[config.mk]
export PLATFORM = sky130hd
export DESIGN_NAME = uart_tx_arbiter
export DESIGN_NICKNAME = d
export VERILOG_FILES = /design/src/rtl/uart_pkg.sv /design/src/rtl/uart_rr_picker.sv /design/src/rtl/uart_tx_arbiter.sv
export SDC_FILE = /design/constraint.sdc
export NUM_CORES = 1
export LEC_CHECK = 0
export CORE_MARGIN = 2
export CORE_UTILIZATION = 50
export CTS_BUF_LIST = sky130_fd_sc_hd__clkbuf_4
export DETAILED_ROUTE_END_ITERATION = 8
export PLACE_DENSITY = 0.93
export SYNTH_ARGS = -nofsm -noshare
export SYNTH_HDL_FRONTEND = slang
export SYNTH_SLANG_ARGS = --single-unit
[constraint.sdc]
create_clock -name clk -period 2.7 [get_ports clk]
set_input_delay 0.54 -clock clk [delete_from_list [all_inputs] [get_ports clk]]
set_output_delay 0.54 -clock clk [all_outputs]
set_load 0.01 [all_outputs]
[src/rtl/uart_pkg.sv]
// ---------------------------------------------------------------------------
// uart_pkg
// Types and constants shared by the UART transmit path:
//   - UART_DATA_W        : width of one serialized byte
//   - *_BIT              : bit positions of the arbiter's one-hot states
//   - ctrl_states_t      : one-hot state encoding of the arbiter FSM
//   - uart_tx_state_t    : state encoding of the uart_tx serializer
//   - max_int()          : elaboration-time helper for sizing counters
// ---------------------------------------------------------------------------
package uart_pkg;

  localparam int UART_DATA_W = 8;

  // Bit position of each arbiter state inside the one-hot state vector.
  localparam int IDLE_BIT = 0;
  localparam int SEND_BIT = 1;
  localparam int WAIT_BIT = 2;
  localparam int GAP_BIT  = 3;

  typedef enum logic [3:0] {
    ST_IDLE = 4'b0001 << IDLE_BIT,
    ST_SEND = 4'b0001 << SEND_BIT,
    ST_WAIT = 4'b0001 << WAIT_BIT,
    ST_GAP  = 4'b0001 << GAP_BIT
  } ctrl_states_t;

  // Serializer states, kept here so uart_tx and its users agree on them.
  typedef enum logic [1:0] {
    TX_IDLE  = 2'd0,
    TX_START = 2'd1,
    TX_DATA  = 2'd2,
    TX_STOP  = 2'd3
  } uart_tx_state_t;

  // Larger of two integers; used to size the shared WAIT/GAP counter.
  function automatic int max_int(input int a, input int b);
    return (a > b) ? a : b;
  endfunction

endpackage

[src/rtl/uart_rr_picker.sv]
// ---------------------------------------------------------------------------
// uart_rr_picker
// Combinational rotate-priority encoder. The search starts at last+1 and
// wraps modulo NUM_REQ, so the most recently served requester has the lowest
// priority.
// Ports:
//   req    in  NUM_REQ  request levels
//   last   in  IDX_W    index of the requester served last
//   valid  out 1        at least one request is pending
//   winner out IDX_W    index of the selected requester (0 when !valid)
// ---------------------------------------------------------------------------
module uart_rr_picker
  import uart_pkg::*;
#(
  parameter  int NUM_REQ = 4,
  localparam int IDX_W   = $clog2(NUM_REQ)
) (
  input  logic [NUM_REQ-1:0] req,
  input  logic [IDX_W-1:0]   last,
  output logic               valid,
  output logic [IDX_W-1:0]   winner
);

  // Walk the requesters in rotated order; the first set bit is latched and
  // later hits cannot overwrite it because valid is already high.
  always_comb begin
    logic [IDX_W-1:0] idx_s;
    valid  = 1'b0;
    winner = '0;
    idx_s  = '0;
    for (int off = 1; off <= NUM_REQ; off++) begin
      idx_s  = IDX_W'((int'(last) + off) % NUM_REQ);
      winner = (!valid && req[idx_s]) ? idx_s : winner;
      valid  = valid | req[idx_s];
    end
  end

endmodule

[src/rtl/uart_tx_arbiter.sv]
// ---------------------------------------------------------------------------
// uart_tx_arbiter
// Shares one uart_tx serializer between NUM_REQ byte producers. One requester
// is granted per frame in round-robin order; the block then waits for the
// serializer's tx_done, optionally idles GAP_CYCLES clocks, and arbitrates
// again. A watchdog aborts a frame that never completes and raises a sticky
// error flag.
// Ports:
//   clk       in  1               rising-edge clock
//   rst       in  1               asynchronous reset, active low
//   req       in  NUM_REQ         per-requester request level
//   req_data  in  NUM_REQ*8       byte of requester i at [8i+7:8i]
//   gnt       out NUM_REQ         one-hot pulse: requester's byte accepted
//   done      out NUM_REQ         one-hot pulse: requester's frame finished
//   tx_send   out 1               start pulse to uart_tx
//   tx_data   out 8               byte to uart_tx, valid with tx_send
//   tx_done   in  1               end-of-frame pulse from uart_tx
//   busy      out 1               arbiter not idle
//   err       out 1               sticky watchdog timeout flag
//   err_clr   in  1               clears err (a same-cycle timeout wins)
// All outputs come straight from flops.
// ---------------------------------------------------------------------------
module uart_tx_arbiter
  import uart_pkg::*;
#(
  parameter int NUM_REQ        = 4,
  parameter int GAP_CYCLES     = 2,
  parameter int TIMEOUT_CYCLES = 4096
) (
  input  logic                           clk,
  input  logic                           rst,
  input  logic [NUM_REQ-1:0]             req,
  input  logic [NUM_REQ*UART_DATA_W-1:0] req_data,
  output logic [NUM_REQ-1:0]             gnt,
  output logic [NUM_REQ-1:0]             done,
  output logic                           tx_send,
  output logic [UART_DATA_W-1:0]         tx_data,
  input  logic                           tx_done,
  output logic                           busy,
  output logic                           err,
  input  logic                           err_clr
);

  localparam int IDX_W   = $clog2(NUM_REQ);
  localparam int CNT_MAX = max_int(TIMEOUT_CYCLES, GAP_CYCLES);
  localparam int CNT_W   = $clog2(CNT_MAX + 1);

  localparam logic [CNT_W-1:0]   TIMEOUT_LAST = CNT_W'(TIMEOUT_CYCLES - 1);
  localparam logic [CNT_W-1:0]   GAP_LAST     = CNT_W'((GAP_CYCLES > 0) ? GAP_CYCLES - 1 : 0);
  localparam logic [NUM_REQ-1:0] REQ_ONE      = NUM_REQ'(1);
  localparam logic [IDX_W-1:0]   LAST_RST     = IDX_W'(NUM_REQ - 1);
  // Where a finished or aborted frame goes; GAP is skipped entirely at 0.
  localparam ctrl_states_t       WAIT_EXIT    = (GAP_CYCLES > 0) ? ST_GAP : ST_IDLE;

  // Registered state and outputs
  ctrl_states_t             state_r;
  logic [CNT_W-1:0]         cnt_r;
  logic [IDX_W-1:0]         owner_r;
  logic [IDX_W-1:0]         last_r;
  logic [UART_DATA_W-1:0]   tx_data_r;
  logic [NUM_REQ-1:0]       gnt_r;
  logic [NUM_REQ-1:0]       done_r;
  logic                     tx_send_r;
  logic                     busy_r;
  logic                     err_r;

  // Next-state values
  ctrl_states_t             state_nx_s;
  logic [CNT_W-1:0]         cnt_nx_s;
  logic [IDX_W-1:0]         owner_nx_s;
  logic [IDX_W-1:0]         last_nx_s;
  logic [UART_DATA_W-1:0]   tx_data_nx_s;
  logic [NUM_REQ-1:0]       gnt_nx_s;
  logic [NUM_REQ-1:0]       done_nx_s;
  logic                     tx_send_nx_s;
  logic                     err_nx_s;

  logic [CNT_W-1:0]         cnt_inc_s;
  logic                     pick_valid_s;
  logic [IDX_W-1:0]         pick_winner_s;
  logic [UART_DATA_W-1:0]   req_bytes_s [NUM_REQ];

  uart_rr_picker #(
    .NUM_REQ (NUM_REQ)
  ) u_picker (
    .req    (req),
    .last   (last_r),
    .valid  (pick_valid_s),
    .winner (pick_winner_s)
  );

  // Saturating increment: the shared counter must never wrap back to zero.
  assign cnt_inc_s = (&cnt_r) ? cnt_r : cnt_r + CNT_W'(1);

  // Split the flat request bus into one byte per requester.
  always_comb begin
    for (int i = 0; i < NUM_REQ; i++) begin
      req_bytes_s[i] = req_data[i*UART_DATA_W +: UART_DATA_W];
    end
  end

  // Next-state and next-output logic of the arbiter FSM.
  always_comb begin
    state_nx_s   = state_r;
    cnt_nx_s     = cnt_r;
    owner_nx_s   = owner_r;
    last_nx_s    = last_r;
    tx_data_nx_s = tx_data_r;
    gnt_nx_s     = '0;
    done_nx_s    = '0;
    tx_send_nx_s = 1'b0;
    if (err_clr) begin
      err_nx_s = 1'b0;
    end else begin
      err_nx_s = err_r;
    end

    case (state_r)
      ST_IDLE: begin
        // gnt/tx_send are set on entry to SEND so they are visible during it.
        if (pick_valid_s) begin
          owner_nx_s   = pick_winner_s;
          last_nx_s    = pick_winner_s;
          tx_data_nx_s = req_bytes_s[pick_winner_s];
          gnt_nx_s     = REQ_ONE << pick_winner_s;
          tx_send_nx_s = 1'b1;
          state_nx_s   = ST_SEND;
        end else begin
          state_nx_s   = ST_IDLE;
        end
      end
      ST_SEND: begin
        cnt_nx_s   = '0;
        state_nx_s = ST_WAIT;
      end
      ST_WAIT: begin
        // tx_done is checked first so a completion in the last watchdog
        // cycle is a normal finish, not an error.
        if (tx_done) begin
          done_nx_s  = REQ_ONE << owner_r;
          cnt_nx_s   = '0;
          state_nx_s = WAIT_EXIT;
        end else if (cnt_r == TIMEOUT_LAST) begin
          err_nx_s   = 1'b1;
          done_nx_s  = REQ_ONE << owner_r;
          cnt_nx_s   = '0;
          state_nx_s = WAIT_EXIT;
        end else begin
          cnt_nx_s   = cnt_inc_s;
        end
      end
      ST_GAP: begin
        if (cnt_r >= GAP_LAST) begin
          cnt_nx_s   = '0;
          state_nx_s = ST_IDLE;
        end else begin
          cnt_nx_s   = cnt_inc_s;
        end
      end
      default: begin
        // Illegal one-hot pattern: recover to IDLE.
        cnt_nx_s   = '0;
        state_nx_s = ST_IDLE;
      end
    endcase
  end

  // FSM state register.
  always_ff @(posedge clk or negedge rst) begin
    if (!rst) begin
      state_r <= ST_IDLE;
    end else begin
      state_r <= state_nx_s;
    end
  end

  // Datapath, arbitration history and output registers.
  always_ff @(posedge clk or negedge rst) begin
    if (!rst) begin
      cnt_r     <= '0;
      owner_r   <= '0;
      last_r    <= LAST_RST;
      tx_data_r <= 8'h00;
      gnt_r     <= '0;
      done_r    <= '0;
      tx_send_r <= 1'b0;
      busy_r    <= 1'b0;
      err_r     <= 1'b0;
    end else begin
      cnt_r     <= cnt_nx_s;
      owner_r   <= owner_nx_s;
      last_r    <= last_nx_s;
      tx_data_r <= tx_data_nx_s;
      gnt_r     <= gnt_nx_s;
      done_r    <= done_nx_s;
      tx_send_r <= tx_send_nx_s;
      busy_r    <= (state_nx_s != ST_IDLE);
      err_r     <= err_nx_s;
    end
  end

  assign gnt     = gnt_r;
  assign done    = done_r;
  assign tx_send = tx_send_r;
  assign tx_data = tx_data_r;
  assign busy    = busy_r;
  assign err     = err_r;

endmodule

## Word-level counts from Yosys, hierarchy flattened

Cells that the tools add are included.

| storage, ports and cells | value |
|---|---|
| flip-flop bits (word level) | 40 |
| output and inout bits | 19 |
| word-level logic and storage cells | 77 |

| operators by class | value |
|---|---|
| add/subtract/negate cells | 5 |
| shift-type cells | 2 |
| $lt $le $gt $ge | 6 |
| bitwise gates (word level) | 4 |
| muxes and demuxes | 36 |
| reduce and logical (&&, ||, !) cells | 8 |
| eq/ne operators | 6 |

Operators by type and width:

| cell | count |
|---|---|
| 13-bit two-way mux | 4 |
| 13-bit one-hot mux with 3 select lines | 1 |
| 4-bit two-way mux | 8 |
| 8-bit binary-select mux with 2-bit select | 1 |
| 8-bit two-way mux | 2 |
| 4-bit one-hot mux with 4 select lines | 1 |
| 13-bit by 1-bit adder with 13-bit output (second input constant) | 1 |
| 13-bit by 12-bit equality test with 1-bit output (second input constant) | 1 |
| 13-bit by 1-bit >= comparator with 1-bit output (second input constant) | 1 |
| 13-bit AND reduction | 1 |
| 2-bit by 3-bit less-than comparator with 1-bit output (second input constant) | 4 |
| 1-bit two-way mux | 10 |
| 2-bit two-way mux | 5 |
| 1-bit binary-select mux with 2-bit select | 4 |
| 1-bit by 2-bit left shift with 4-bit output (first input constant) | 2 |
| 2-bit by 1-bit adder with 2-bit output (second input constant) | 2 |
| 2-bit adder (second input constant) | 2 |
| 4-bit by 1-bit equality test with 1-bit output (second input constant) | 1 |
| 4-bit by 2-bit equality test with 1-bit output (second input constant) | 1 |
| 4-bit by 3-bit equality test with 1-bit output (second input constant) | 1 |
| 4-bit equality test (second input constant) | 1 |
| 4-bit by 1-bit != test with 1-bit output (second input constant) | 1 |
| 3-bit >= comparator (second input constant) | 1 |
| 1-bit logical AND | 3 |
| other kinds (4) | 8 |

## Longest topological paths before layout

| depth | value |
|---|---|
| word-level depth | 12 |
| depth in mapped cells | 7 |

## Cells and area by module

Synthesis repeated with hierarchy kept, for this count alone.

| unflattened totals | value |
|---|---|
| cells, all modules | 201 |
| area, all modules | 2,044.5 um^2 |

Modules (own cells, without submodules):

| module | instances | sequential area each (um^2) | cells an instance | area each (um^2) |
|---|---|---|---|---|
| uart_tx_arbiter | 1 | 1,004.7 | 187 | 1,953.1 |
| uart_rr_picker | 1 | 0.0 | 14 | 91.3 |

## Worst setup path after synthesis

Ideal clock, no wire load.

| timing path | value |
|---|---|
| path type | reg2reg |
| start | register cnt_r[0] |
| end | register state_r[3] |
| data arrival time | 1.628 ns |
| buffers on the path | 0 |
| setup slack | 0.936 ns |
| data required time | 2.564 ns |
| stages on the path, launching flop included | 7 |
| cell sequence | dfrtp_1 > ha_1 > and3_1 > nand3_1 > nor3_1 > o21ai_0 > nand2b_1 |

| on the way | value |
|---|---|
| longest elaborated chain between the ends | 4 |
| elaborated cells between the ends (all ways) | 6 |
| those cells by class | order compare: 1; eq/ne: 1; mux: 4 |

RTL lines:

| what | RTL line | text |
|---|---|---|
| start, declared | uart_tx_arbiter.sv:57 | `logic [CNT_W-1:0] cnt_r;` |
| start signal, assigned | uart_tx_arbiter.sv:190 | `cnt_r <= cnt_nx_s;` |
| branches (longest 3 deep; another with 13-bit by 1-bit >= comparator with 1-bit output) | -- |  |
| 4-bit one-hot mux with 4 select lines * | uart_tx_arbiter.sv:118 | `case (state_r)` |
| net state_nx_s[3] | uart_tx_arbiter.sv:68 | `ctrl_states_t state_nx_s;` |
| end signal, assigned | uart_tx_arbiter.sv:173 | `state_r <= state_nx_s;` |
| end, declared | uart_tx_arbiter.sv:56 | `ctrl_states_t state_r;` |

Mark *: on every way through the listed nets, which the timed path passes.
A chain may end at the register's enable or synchronous reset.

## Worst setup path in the final report

| timing path | value |
|---|---|
| start | register cnt_r[0] |
| end | register done_r[3], in the netlist done[3] |

| on the way | value |
|---|---|
| longest elaborated chain between the ends | 4 |

RTL lines:

| what | RTL line | text |
|---|---|---|
| 13-bit by 12-bit equality test with 1-bit output | uart_tx_arbiter.sv:143 | `end else if (cnt_r == TIMEOUT_LAST) begin` |
| 4-bit two-way mux | uart_tx_arbiter.sv:143 |  |
| 4-bit two-way mux | uart_tx_arbiter.sv:139 | `if (tx_done) begin` |
| 4-bit two-way mux | uart_tx_arbiter.sv:118 |  |
| net done_nx_s[3] | uart_tx_arbiter.sv:74 | `logic [NUM_REQ-1:0] done_nx_s;` |
| end signal, assigned | uart_tx_arbiter.sv:195 | `done_r <= done_nx_s;` |
| end, declared | uart_tx_arbiter.sv:62 | `logic [NUM_REQ-1:0] done_r;` |

The timed path passes the listed nets, and every way through them passes these cells.

==> metrics.txt <==
# TYPE chip_impl_metric gauge
chip_impl_info{name="result_of_the_run",value="finished, final reports clean"} 1
chip_impl_metric{name="antenna_found_initial",unit=""} 0
chip_impl_metric{name="cts.sinks",unit=""} 40
chip_impl_info{name="hold_class",value="in -> async"} 1
chip_impl_metric{name="detailedRoute.firstPassIterationCount",unit=""} 4
chip_impl_metric{name="initial_core_util",unit="%"} 50.90
chip_impl_metric{name="r2r_setup_slack",unit="ns"} 0.47
chip_impl_metric{name="final-instance-count-excl-fill",unit=""} 320
chip_impl_info{name="rsz0062_at_grt",value="false"} 1
chip_impl_info{name="top_usage_layer",value="met2"} 1
chip_impl_metric{name="netlist_area_before_placement",unit="µm²"} 2186
chip_impl_info{name="path_delay_family",value="simple AND/OR/NAND/NOR gates"} 1
chip_impl_metric{name="fin_util",unit="%"} 67.13
chip_impl_metric{name="globalRouteMet1Util",unit="%"} 30.05
chip_impl_metric{name="ctsResizeCount",unit=""} 0
chip_impl_metric{name="ys.warnings.count",unit=""} 0
chip_impl_metric{name="grt_first_pass_wirelength",unit="µm"} 8273
chip_impl_metric{name="fp.dieArea",unit="µm²"} 4917
chip_impl_metric{name="post-synth-top-area-fraction",unit="%"} 42.36
chip_impl_metric{name="ys_seq_elements",unit=""} 40
chip_impl_metric{name="syn_area_per_cell",unit="µm²"} 10.56
chip_impl_metric{name="avgViaCountPerCell",unit=""} 5.569
chip_impl_metric{name="critical_path_required",unit="ns"} 2.94
chip_impl_metric{name="top_level_ports",unit=""} 59
chip_impl_metric{name="die_outline_height",unit="µm"} 70.12
chip_impl_info{name="cp_cell_sequence",value="ha_1, and3_1, nand3_1, nor3_1, o21ai_0, nor3_1"} 1
chip_impl_metric{name="fin_worst_hold_slack",unit="ns"} 0.3028
chip_impl_metric{name="period_needed",unit="ns"} 2.231
chip_impl_metric{name="globalRouteMet3Util",unit="%"} 4.473
chip_impl_info{name="clk_root_buffer_cell",value="sky130_fd_sc_hd__clkbuf_4"} 1
chip_impl_metric{name="worst-path-max-fanout",unit=""} 8
chip_impl_metric{name="drt-total-wl",unit="µm"} 4873
chip_impl_metric{name="detailedPlace.worstSlack",unit="ns"} 0.2713
chip_impl_info{name="setup.worst_path.end_class",value="flop"} 1
chip_impl_metric{name="critical-path-max-stage-delay",unit="ns"} 0.49
chip_impl_metric{name="number_of_global_route_vias_before_repair",unit=""} 1733
chip_impl_metric{name="synthesis.instances",unit=""} 207
chip_impl_metric{name="worst_slew_pin_slew",unit="ns"} 0.8711
chip_impl_metric{name="rows",unit=""} 24
chip_impl_metric{name="worst_path_bufs_invs",unit=""} 0
chip_impl_metric{name="cts_setup_buffers",unit=""} 0
chip_impl_metric{name="setup_viol",unit=""} 0
chip_impl_info{name="synth_common_cells",value="37 x sky130_fd_sc_hd__dfrtp_1, 19 x sky130_fd_sc_hd__nor2_1, 17 x sky130_fd_sc_hd__mux2i_1"} 1
chip_impl_info{name="crit_top_cell",value="sky130_fd_sc_hd__nor3_1"} 1
chip_impl_metric{name="cts_htree_levels",unit=""} 2
chip_impl_metric{name="timing.clock.skew",unit="ns"} 0.007896
chip_impl_metric{name="detailed_place_hpwl",unit="µm"} 3657
chip_impl_metric{name="timing_hold_violations_final",unit=""} 0
chip_impl_metric{name="drv_cap",unit=""} 0
chip_impl_metric{name="die_w",unit="µm"} 70.12
chip_impl_metric{name="cts_max_path_buffers",unit=""} 2
chip_impl_metric{name="cts_buf_count",unit=""} 5
chip_impl_info{name="yosys.cell_count.top_type",value="sky130_fd_sc_hd__dfrtp_1"} 1
chip_impl_metric{name="synth.distinct_cells",unit=""} 52
chip_impl_metric{name="groute.layer.met2.usage",unit="%"} 31.85
chip_impl_metric{name="power-per-cell-area",unit="nW/µm²"} 838.5
chip_impl_metric{name="async_reset_ff_share",unit="%"} 100.0
chip_impl_info{name="post-synth-top-area-cell",value="sky130_fd_sc_hd__dfrtp_1"} 1
chip_impl_metric{name="cts_hold_repair.buffers",unit=""} 0
chip_impl_metric{name="grtUsageTotal",unit="%"} 21.10
chip_impl_metric{name="grt_max_degree",unit=""} 41
chip_impl_metric{name="place.gp.congestion",unit=""} 0.9089
chip_impl_info{name="cts_tree",value="yes"} 1
chip_impl_metric{name="area_delta_synth_final",unit="%"} 31.88
chip_impl_metric{name="syn_nets",unit=""} 249
chip_impl_info{name="path_class",value="reg -> reg"} 1
chip_impl_metric{name="detailedRoute.firstIterationViolations",unit=""} 209
chip_impl_metric{name="cts.clk_slew.worst_paths",unit="ns"} 0.12
chip_impl_metric{name="postRouteAntennaNets",unit=""} 0
chip_impl_info{name="critical-path-slowest-cell",value="sky130_fd_sc_hd__dfrtp_1"} 1
chip_impl_metric{name="setup-tns-final",unit="ns"} 0
chip_impl_metric{name="ys_seq_area_share",unit="%"} 45.96
chip_impl_metric{name="period_share",unit="%"} 82.65
chip_impl_metric{name="drt-wirelength-per-cell",unit="µm"} 15.23
chip_impl_metric{name="synth_edf_count",unit=""} 0
chip_impl_metric{name="maxSlewHeadroom",unit="%"} 41.93
chip_impl_metric{name="timing.critical_path.arrival",unit="ns"} 2.47
chip_impl_metric{name="coreArea",unit="µm²"} 4294
chip_impl_metric{name="cell_count_post_placement",unit=""} 312
chip_impl_metric{name="ir_drop",unit="µV"} 448.9
chip_impl_metric{name="route.vias.total",unit=""} 1782
chip_impl_metric{name="maxSlewViolCount",unit=""} 0
chip_impl_metric{name="insertedDiodeCount",unit=""} 0
chip_impl_metric{name="drive_gt1_share",unit="%"} 11.94
chip_impl_metric{name="numPortBuffers",unit=""} 58
chip_impl_metric{name="setup_slack",unit="ns"} 0.4685
chip_impl_info{name="synth_area_leaders",value="sky130_fd_sc_hd__dfrtp_1 42%, sky130_fd_sc_hd__mux2i_1 7.8%, sky130_fd_sc_hd__dfstp_2 3.6%"} 1
chip_impl_metric{name="power.leakage",unit="µW"} 0.001183
chip_impl_metric{name="fmax",unit="MHz"} 448.1
chip_impl_metric{name="finish.net_count",unit=""} 309
chip_impl_metric{name="globalRoute.totalOverflow",unit=""} 0
chip_impl_metric{name="worst_skew_pair_later_pin_latency",unit="ns"} 0.34
chip_impl_info{name="critical_path.startpoint_type",value="flop"} 1
chip_impl_metric{name="remaining_drc_errors",unit=""} 0
chip_impl_info{name="synthFlopType",value="sky130_fd_sc_hd__dfrtp_1"} 1
## worst paths after layout
path / startpoint / depth (start not counted) / endpoint
setup / recovery: cnt_r[0] / 6 / done[3]
setup reg to reg: cnt_r[0] / 6 / done[3]
hold reg to reg: owner_r[1] / 1 / done[1]
min in group clk: owner_r[1] / 1 / done[1]
hold / removal: rst / 1 / tx_data[2]
max in group asynchronous: rst / 1 / done[3]
## cells in the final DEF, fill, tap and decap left out, types with 7 or more instances in the layout
cell type / synthesis / final
sky130_fd_sc_hd__clkdlybuf4s50_1: 0 / 57
sky130_fd_sc_hd__dfrtp_1: 37 / 37
sky130_fd_sc_hd__nor2_1: 19 / 19
sky130_fd_sc_hd__mux2i_1: 17 / 17
sky130_fd_sc_hd__nand2_1: 14 / 14
sky130_fd_sc_hd__nand3_1: 10 / 10
sky130_fd_sc_hd__nand2b_1: 8 / 8
sky130_fd_sc_hd__nor3_1: 8 / 8
sky130_fd_sc_hd__o221ai_1: 8 / 8
sky130_fd_sc_hd__inv_1: 7 / 7
## flip-flops by register name, indices dropped and copies added, names as in the netlist
| signal | flops |
|---|---|
| cnt_r | 13 |
| tx_data | 8 |
| done | 4 |
| gnt | 4 |
| state_r | 4 |
| last_r | 2 |
| owner_r | 2 |
| busy | 1 |
| err | 1 |
| tx_send | 1 |
## routing by layer
metal	routed length, µm	part of all wire [%]
met5	0	0
met2	2379	49
met4	48	0.99
met1	2154	44
met3	290	6.0
## where the power goes
group | leakage [µW] | internal [µW] | total (µW) | switching, µW
Sequential | 0.000523 | 778 | 942 | 164
Clock | 0.0000412 | 193 | 386 | 193
Combinational | 0.000619 | 545 | 1090 | 544
## logic make-up (layout without fill, tap and decap cells)
| group | Yosys count | after routing | synth area share, % |
|---|---|---|---|
| flops | 40 | 40 | 45.96 |
| simple gates | 90 | 90 | 24.10 |
| xor+xnor | 8 | 8 | 3.205 |
| compound gates | 35 | 35 | 14.25 |
| fa+ha+maj | 2 | 2 | 1.145 |
| mux | 17 | 17 | 7.785 |
| buf+inv | 15 | 76 | 3.549 |
## per-stage QoR
stage	total power, µW	cell area, µm²
3_3_place_gp	2010	2803
5_1_grt	2593	2883
4_1_cts	2438	2883
3_5_place_dp	2047	2803
6_report	2417	2883
2_1_floorplan	1624	2186
## cell type report
| cell class | instances | area (µm²) |
|---|---|---|
| flip-flops and latches | 40 | 1005 |
| multi-input cells | 152 | 1109 |
| repair buffers | 61 | 598.1 |
| well taps | 52 | 65.06 |
| clock inverters | 3 | 42.54 |
| clock buffers | 5 | 37.54 |
| inverters | 7 | 26.28 |
| fillers | 338 | 1411 |
(Power assumes the default switching activity.)
